## src/rtl/muldiv_unit.sv

```systemverilog
// muldiv_unit: multi-cycle RV32M multiply/divide (shift-add / restoring radix-2) with valid/ready handshakes.
// Optional MULDIV_FAST_MUL_EN: single-cycle combinational multiply, divides stay iterative.
module muldiv_unit #(
  parameter int DW = 32
) (
  input  logic          clk,
  input  logic          rst_n,
  input  logic          in_valid,
  output logic          in_ready,
  input  logic [2:0]    op,
  input  logic [DW-1:0] operand_a,
  input  logic [DW-1:0] operand_b,
  input  logic          flush,
  output logic          out_valid,
  input  logic          out_ready,
  output logic [DW-1:0] result
);
  localparam int CW = $clog2(DW) + 1;
  typedef enum logic [1:0] {IDLE, CALC, FIX, DONE} state_t;
  state_t          r_state, w_next;
  logic [2:0]      r_op;
  logic            r_neg_a, r_neg_b;
  logic [DW-1:0]   r_m;
  logic [2*DW-1:0] r_prod;
  logic [CW-1:0]   r_cnt;
  logic [DW-1:0]   r_result;
  logic            w_sgn_a, w_sgn_b, w_neg_a, w_neg_b, w_div0, w_ovf, w_special, w_accept, w_fast, w_neg_p;
  logic [DW-1:0]   w_mag_a, w_mag_b, w_special_res, w_fast_res, w_quo, w_rem, w_fix_res;
  logic [DW:0]     w_sum, w_trial, w_diff;
  logic [2*DW-1:0] w_step, w_prod_s;
  assign w_sgn_a       = op[2] ? ~op[0] : (op[1:0] == 2'b01 || op[1:0] == 2'b10);
  assign w_sgn_b       = op[2] ? ~op[0] : (op[1:0] == 2'b01);
  assign w_neg_a       = w_sgn_a & operand_a[DW-1];
  assign w_neg_b       = w_sgn_b & operand_b[DW-1];
  assign w_mag_a       = w_neg_a ? -operand_a : operand_a;
  assign w_mag_b       = w_neg_b ? -operand_b : operand_b;
  assign w_div0        = op[2] & (operand_b == '0);
  assign w_ovf         = op[2] & ~op[0] & (operand_a == {1'b1, {(DW-1){1'b0}}}) & (&operand_b);
  assign w_special     = w_div0 | w_ovf;
  assign w_special_res = w_div0 ? (op[1] ? operand_a : '1) : (op[1] ? '0 : operand_a);
  assign w_accept      = (r_state == IDLE) & in_valid & ~flush;
`ifdef MULDIV_FAST_MUL_EN
  logic [2*DW-1:0] w_fa, w_fb, w_fast_prod;
  assign w_fa        = {{DW{w_neg_a}}, operand_a};
  assign w_fb        = {{DW{w_neg_b}}, operand_b};
  assign w_fast_prod = w_fa * w_fb;
  assign w_fast      = ~op[2];
  assign w_fast_res  = (op[1:0] == 2'b00) ? w_fast_prod[DW-1:0] : w_fast_prod[2*DW-1:DW];
`else
  assign w_fast      = 1'b0;
  assign w_fast_res  = '0;
`endif
  // Multiply: upper half accumulates, lower half holds the multiplier. Divide: upper = remainder, lower = dividend/quotient.
  assign w_sum    = {1'b0, r_prod[2*DW-1:DW]} + (r_prod[0] ? {1'b0, r_m} : '0);
  assign w_trial  = {r_prod[2*DW-1:DW], r_prod[DW-1]};
  assign w_diff   = w_trial - {1'b0, r_m};
  assign w_step   = r_op[2] ? {(w_diff[DW] ? w_trial[DW-1:0] : w_diff[DW-1:0]), r_prod[DW-2:0], ~w_diff[DW]}
                            : {w_sum, r_prod[DW-1:1]};
  assign w_neg_p  = r_neg_a ^ r_neg_b;
  assign w_prod_s = w_neg_p ? -r_prod : r_prod;
  assign w_quo    = r_prod[DW-1:0];
  assign w_rem    = r_prod[2*DW-1:DW];
  assign w_fix_res = ~r_op[2] ? ((r_op[1:0] == 2'b00) ? w_prod_s[DW-1:0] : w_prod_s[2*DW-1:DW])
                   : r_op[1]  ? (r_neg_a ? -w_rem : w_rem)
                   : (w_neg_p ? -w_quo : w_quo);
  always_comb begin
    w_next = r_state;
    if (flush) w_next = IDLE;
    else
      case (r_state)
        IDLE:    if (in_valid) w_next = (w_special | w_fast) ? DONE : CALC;
        CALC:    if (r_cnt == CW'(DW - 1)) w_next = FIX;
        FIX:     w_next = DONE;
        DONE:    if (out_ready) w_next = IDLE;
        default: w_next = IDLE;
      endcase
  end
  always_ff @(posedge clk or negedge rst_n) begin
    if (!rst_n) begin
      r_state  <= IDLE;
      r_op     <= '0;
      r_neg_a  <= 1'b0;
      r_neg_b  <= 1'b0;
      r_m      <= '0;
      r_prod   <= '0;
      r_cnt    <= '0;
      r_result <= '0;
    end else begin
      r_state <= w_next;
      if (w_accept) begin
        r_op    <= op;
        r_neg_a <= w_neg_a;
        r_neg_b <= w_neg_b;
        r_m     <= op[2] ? w_mag_b : w_mag_a;
        r_prod  <= {{DW{1'b0}}, op[2] ? w_mag_a : w_mag_b};
        r_cnt   <= '0;
        if (w_special | w_fast) r_result <= w_special ? w_special_res : w_fast_res;
      end
      if (r_state == CALC) begin
        r_prod <= w_step;
        r_cnt  <= r_cnt + CW'(1);
      end
      if (r_state == FIX) r_result <= w_fix_res;
    end
  end
  assign in_ready  = (r_state == IDLE);
  assign out_valid = (r_state == DONE);
  assign result    = r_result;
endmodule

```

## config.mk

```make
export PLATFORM = sky130hd
export DESIGN_NAME = muldiv_unit
export DESIGN_NICKNAME = d
export VERILOG_FILES = /design/src/rtl/muldiv_unit.sv
export SDC_FILE = /design/constraint.sdc
export NUM_CORES = 1
export LEC_CHECK = 0
export CORE_MARGIN = 2
export CORE_UTILIZATION = 35
export DETAILED_ROUTE_END_ITERATION = 6
export GPL_ROUTABILITY_DRIVEN = 1
export PLACE_DENSITY = 0.56
export SYNTH_ARGS = -nofsm -noshare
export SYNTH_HDL_FRONTEND = slang
export SYNTH_SLANG_ARGS = --single-unit
```

## constraint.sdc

```tcl
create_clock -name clk -period 5.05 [get_ports clk]
set_input_delay 1.515 -clock clk [delete_from_list [all_inputs] [get_ports clk]]
set_output_delay 1.515 -clock clk [all_outputs]
set_load 0.01 [all_outputs]
```

==> results.sh, run 1 <==
export IMPL_hold_viol_final=0
export IMPL_fillers=4338
export IMPL_power_density_nw_per_um2=616.7
export IMPL_cp_end_kind="flop"
export IMPL_overflow=0
export IMPL_crit_path_frequent_cell="a211oi_1"
export IMPL_setup_ws_ps=615.2
export IMPL_finish_utilization=0.4062
export IMPL_num_nets_final=2195
export IMPL_finalMaxSlewViolations=0
export IMPL_synth_area_leaders="dfrtp_1, ha_1, xnor2_1, a21oi_1, xor2_1"
export IMPL_clkLatencyLatePin_ps=450
export IMPL_grt_max_degree=102
export IMPL_worstSetupPathType="input pin to flop"
export IMPL_outcome="finished, violations left"
export IMPL_cts_resized=0
export IMPL_clock_sinks=141
export IMPL_setup_tns_ps=0
export IMPL_h_tree_depth=4
export IMPL_drive_gt1_frac=0.05488
export IMPL_n_antenna_cell=0
export IMPL_fp_dieH_microns=211.4
export IMPL_cts_buffers=17
export IMPL_r2r_start="r_prod[0]"
export IMPL_yosys_area_top_type="dfrtp_1"
export IMPL_fin_crit_ps=4435
export IMPL_cp_arrival_ps=4810
export IMPL_async_flop_share=1.000
export IMPL_cts_buffer_depth=2
export IMPL_vias=15180
export IMPL_cts_root_buf="clkbuf_16"
export IMPL_avgRoutedWirePerCell_microns=21.99
export IMPL_worst_pin_slew_ps=1115
export IMPL_synthFlopType="dfrtp_1"
export IMPL_critical_path_cell_chain="clkdlybuf4s50_1, or4_4, or4_1, nor3_1, nand3_1, or2_2, o21ai_2, nand2_2, buf_12, a211oi_1, a211oi_1, a21oi_1"
export IMPL_dpl_hpwl_mm=44.24
export IMPL_setup_viol=0
export IMPL_power_mw=10.58
export IMPL_cts_setup_buffers=0
export IMPL_antenna_found_initial=0
export IMPL_start_kind="input pin"
export IMPL_ant_nets=0
export IMPL_fmax_mhz=225.5
export IMPL_p_leak_nw=6.814
export IMPL_grt_pass1_vias=14140
export IMPL_drtPass1Iterations=7
export IMPL_die_width_microns=211.4
export IMPL_drv_cap=0
export IMPL_crit_start="operand_b[11]"
export IMPL_yosysUniqueCellTypes=82
export IMPL_clk_pin_slew_ps=70
export IMPL_hold_buffers=0
export IMPL_crit_fanout=63
export IMPL_cts_tree="done"
export IMPL_grt_pass1_wl_mm=86.15
export IMPL_start_util=0.3564
export IMPL_critPathMaxStageDelay_ps=570
export IMPL_hold_start="r_m[7]"
export IMPL_synth_cells=2030
export IMPL_cp_top_family="simple AND/OR/NAND/NOR gates"
export IMPL_post_place_ws_ps=235.2
export IMPL_place_congestion=0.9025
export IMPL_wirelength_mm=57.14
export IMPL_syn_area_per_cell_sq_um=7.414
export IMPL_drcViolationCount=1
export IMPL_cp_required_ps=5420
export IMPL_synth_fp_nets=2179
export IMPL_finalClockSkew_ps=15.28
export IMPL_place_inst=2566
export IMPL_crit_buf_inv=2
export IMPL_rsz0062_at_grt="no"
export IMPL_yosysSeqAreaShare=0.2344
export IMPL_violations="DRC"
export IMPL_drt_vias_per_instance=5.841
export IMPL_ir_drop_mv=0.2602
export IMPL_ys_ff_latch=141
export IMPL_ios=106
export IMPL_period_share=0.8782
export IMPL_layout_cells_non_filler=2598
export IMPL_die_area_sq_um=44680
export IMPL_first_iter_violations=1475
export IMPL_relSlewSlack=0.2537
export IMPL_netlist_area_sq_um=15050
export IMPL_grt_usage=0.2542
export IMPL_synth_enable_flop_cells=0
export IMPL_synth_warnings=0
export IMPL_crit_slowest_cell="or4_4"
export IMPL_area_delta_synth_final_pct=13.97
export IMPL_hold_class="flop to flop"
export IMPL_fp_coreArea_sq_um=42230
export IMPL_portBuffers=105
export IMPL_rows=75
export IMPL_synth_top_cell_area_share=0.2344
routing by layer:
| metal | GRT usage | wire [microns] | up-vias |
|---|---|---|---|
| met5 | 0 | 0 | - |
| met4 | 0.1073 | 2421 | 0 |
| met3 | 0.04272 | 3451 | 71 |
| met2 | 0.3930 | 25400 | 503 |
| met1 | 0.3501 | 25870 | 7239 |
| li1 | - | - | 7363 |
state kept, by name, summed over array words and instances (netlist names):
register	cells
result	32
r_cnt	6
r_neg_b	1
r_op	3
r_prod	64
r_m	32
r_state	2
r_neg_a	1
layout make-up:
| class | instances | area (sq um) | area share |
|---|---|---|---|
| Multi-Input combinational cell | 1675 | 10720 | 0.6252 |
| Sequential cell | 141 | 3530 | 0.2058 |
| Timing Repair Buffer | 141 | 1380 | 0.08046 |
| Tap cell | 539 | 674.4 | 0.03932 |
| Clock buffer | 19 | 452.9 | 0.02641 |
| Inverter | 70 | 262.8 | 0.01532 |
| Clock inverter | 13 | 128.9 | 0.007513 |
cells by family (layout without fill, tap and decap cells):
kind of cell             Yosys count  in the layout  share of synthesized area
buffers and inverters            214            243                    0.05670
XOR/XNOR                         203            203                     0.1181
multiplexers                      58             58                    0.03940
adder cells (fa/ha/maj)           77             77                    0.06501
AND/OR/NAND/NOR                  654            654                     0.1991
AO/OA/AOI/OAI                    683            683                     0.2872
flip-flops                       141            141                     0.2344
per-stage QoR:
| step | cell area, sq um | hold slack, ps |
|---|---|---|
| after global routing | 17150 | 501.5 |
| after detailed placement | 16570 | 470.2 |
| after floorplan | 15050 | 449.8 |
| after CTS | 17150 | 486.7 |
| after global placement | 16570 | 465.7 |
| final | 17150 | 478.1 |
where the power goes:
part	leakage, nW	internal (mW)	switching [mW]
combinational	4.81	2.86	4.00
sequential	1.72	1.60	0.831
clock	0.287	0.715	0.577
cells in the mapped netlist (19+ instances only):
| cell type | count |
|---|---|
| a211oi_1 | 94 |
| a21o_1 | 27 |
| a21oi_1 | 175 |
| a22oi_1 | 25 |
| a31oi_1 | 25 |
| clkbuf_1 | 114 |
| dfrtp_1 | 141 |
| ha_1 | 75 |
| inv_1 | 68 |
| mux2i_1 | 48 |
| nand2_1 | 219 |
| nand2b_1 | 22 |
| nand3_1 | 30 |
| nor2_1 | 218 |
| nor2b_1 | 19 |
| nor3_1 | 42 |
| o211ai_1 | 28 |
| o21ai_0 | 170 |
| o31ai_1 | 23 |
| or3_1 | 20 |
| xnor2_1 | 104 |
| xor2_1 | 99 |
path summary, 6_finish.rpt:
check | endpoint | slack (ps) | depth (start not counted)
worst min-delay path | r_m[7] | 480 | 2
worst min register to register | r_m[7] | 480 | 2
worst max register to register | r_prod[63] | 680 | 14
max in group asynchronous | r_prod[29] | 3050 | 2
worst max-delay path | result[29] | 620 | 12
min in group asynchronous | r_prod[41] | 1120 | 1
cell usage in the layout, fill, tap and decap left out, types with 6 or more instances in the layout:
cell / synthesis / routed
a211oi_1: 94 / 94
a21o_1: 27 / 27
a21oi_1: 175 / 175
a221oi_1: 6 / 6
a22oi_1: 25 / 25
a31oi_1: 25 / 25
and2_1: 10 / 10
and3_1: 6 / 6
buf_4: 7 / 31
clkbuf_16: 0 / 17
clkdlybuf4s50_1: 0 / 103
dfrtp_1: 141 / 140
ha_1: 75 / 73
inv_1: 68 / 68
mux2_2: 10 / 10
mux2i_1: 48 / 48
nand2_1: 219 / 219
nand2b_1: 22 / 22
nand3_1: 30 / 30
nand4_1: 14 / 14
nor2_1: 218 / 215
nor2b_1: 19 / 19
nor3_1: 42 / 42
nor3b_1: 6 / 6
nor4_1: 18 / 18
o211ai_1: 28 / 28
o21a_1: 11 / 11
o21ai_0: 170 / 170
o21ai_1: 10 / 10
o21bai_1: 6 / 6
o221ai_1: 14 / 14
o22ai_1: 7 / 7
o31ai_1: 23 / 23
o41ai_1: 15 / 15
or3_1: 20 / 20
xnor2_1: 104 / 103
xor2_1: 99 / 97
tightest hold or removal path, delay by kind of cell, from the launching register on:
kind               cells  cell delay, ps
DFF                    1             340
AOI/OAI and AO/OA      1              60
and+or+nand+nor        1              50
No activity file was read; power rests on OpenSTA's default activity.
==> run 2, diff against run 1 <==
- CAP_MARGIN: default -> 10
==> results of run 2 <==
No change in the layout: final DEF, timing and power equal those of run 1.
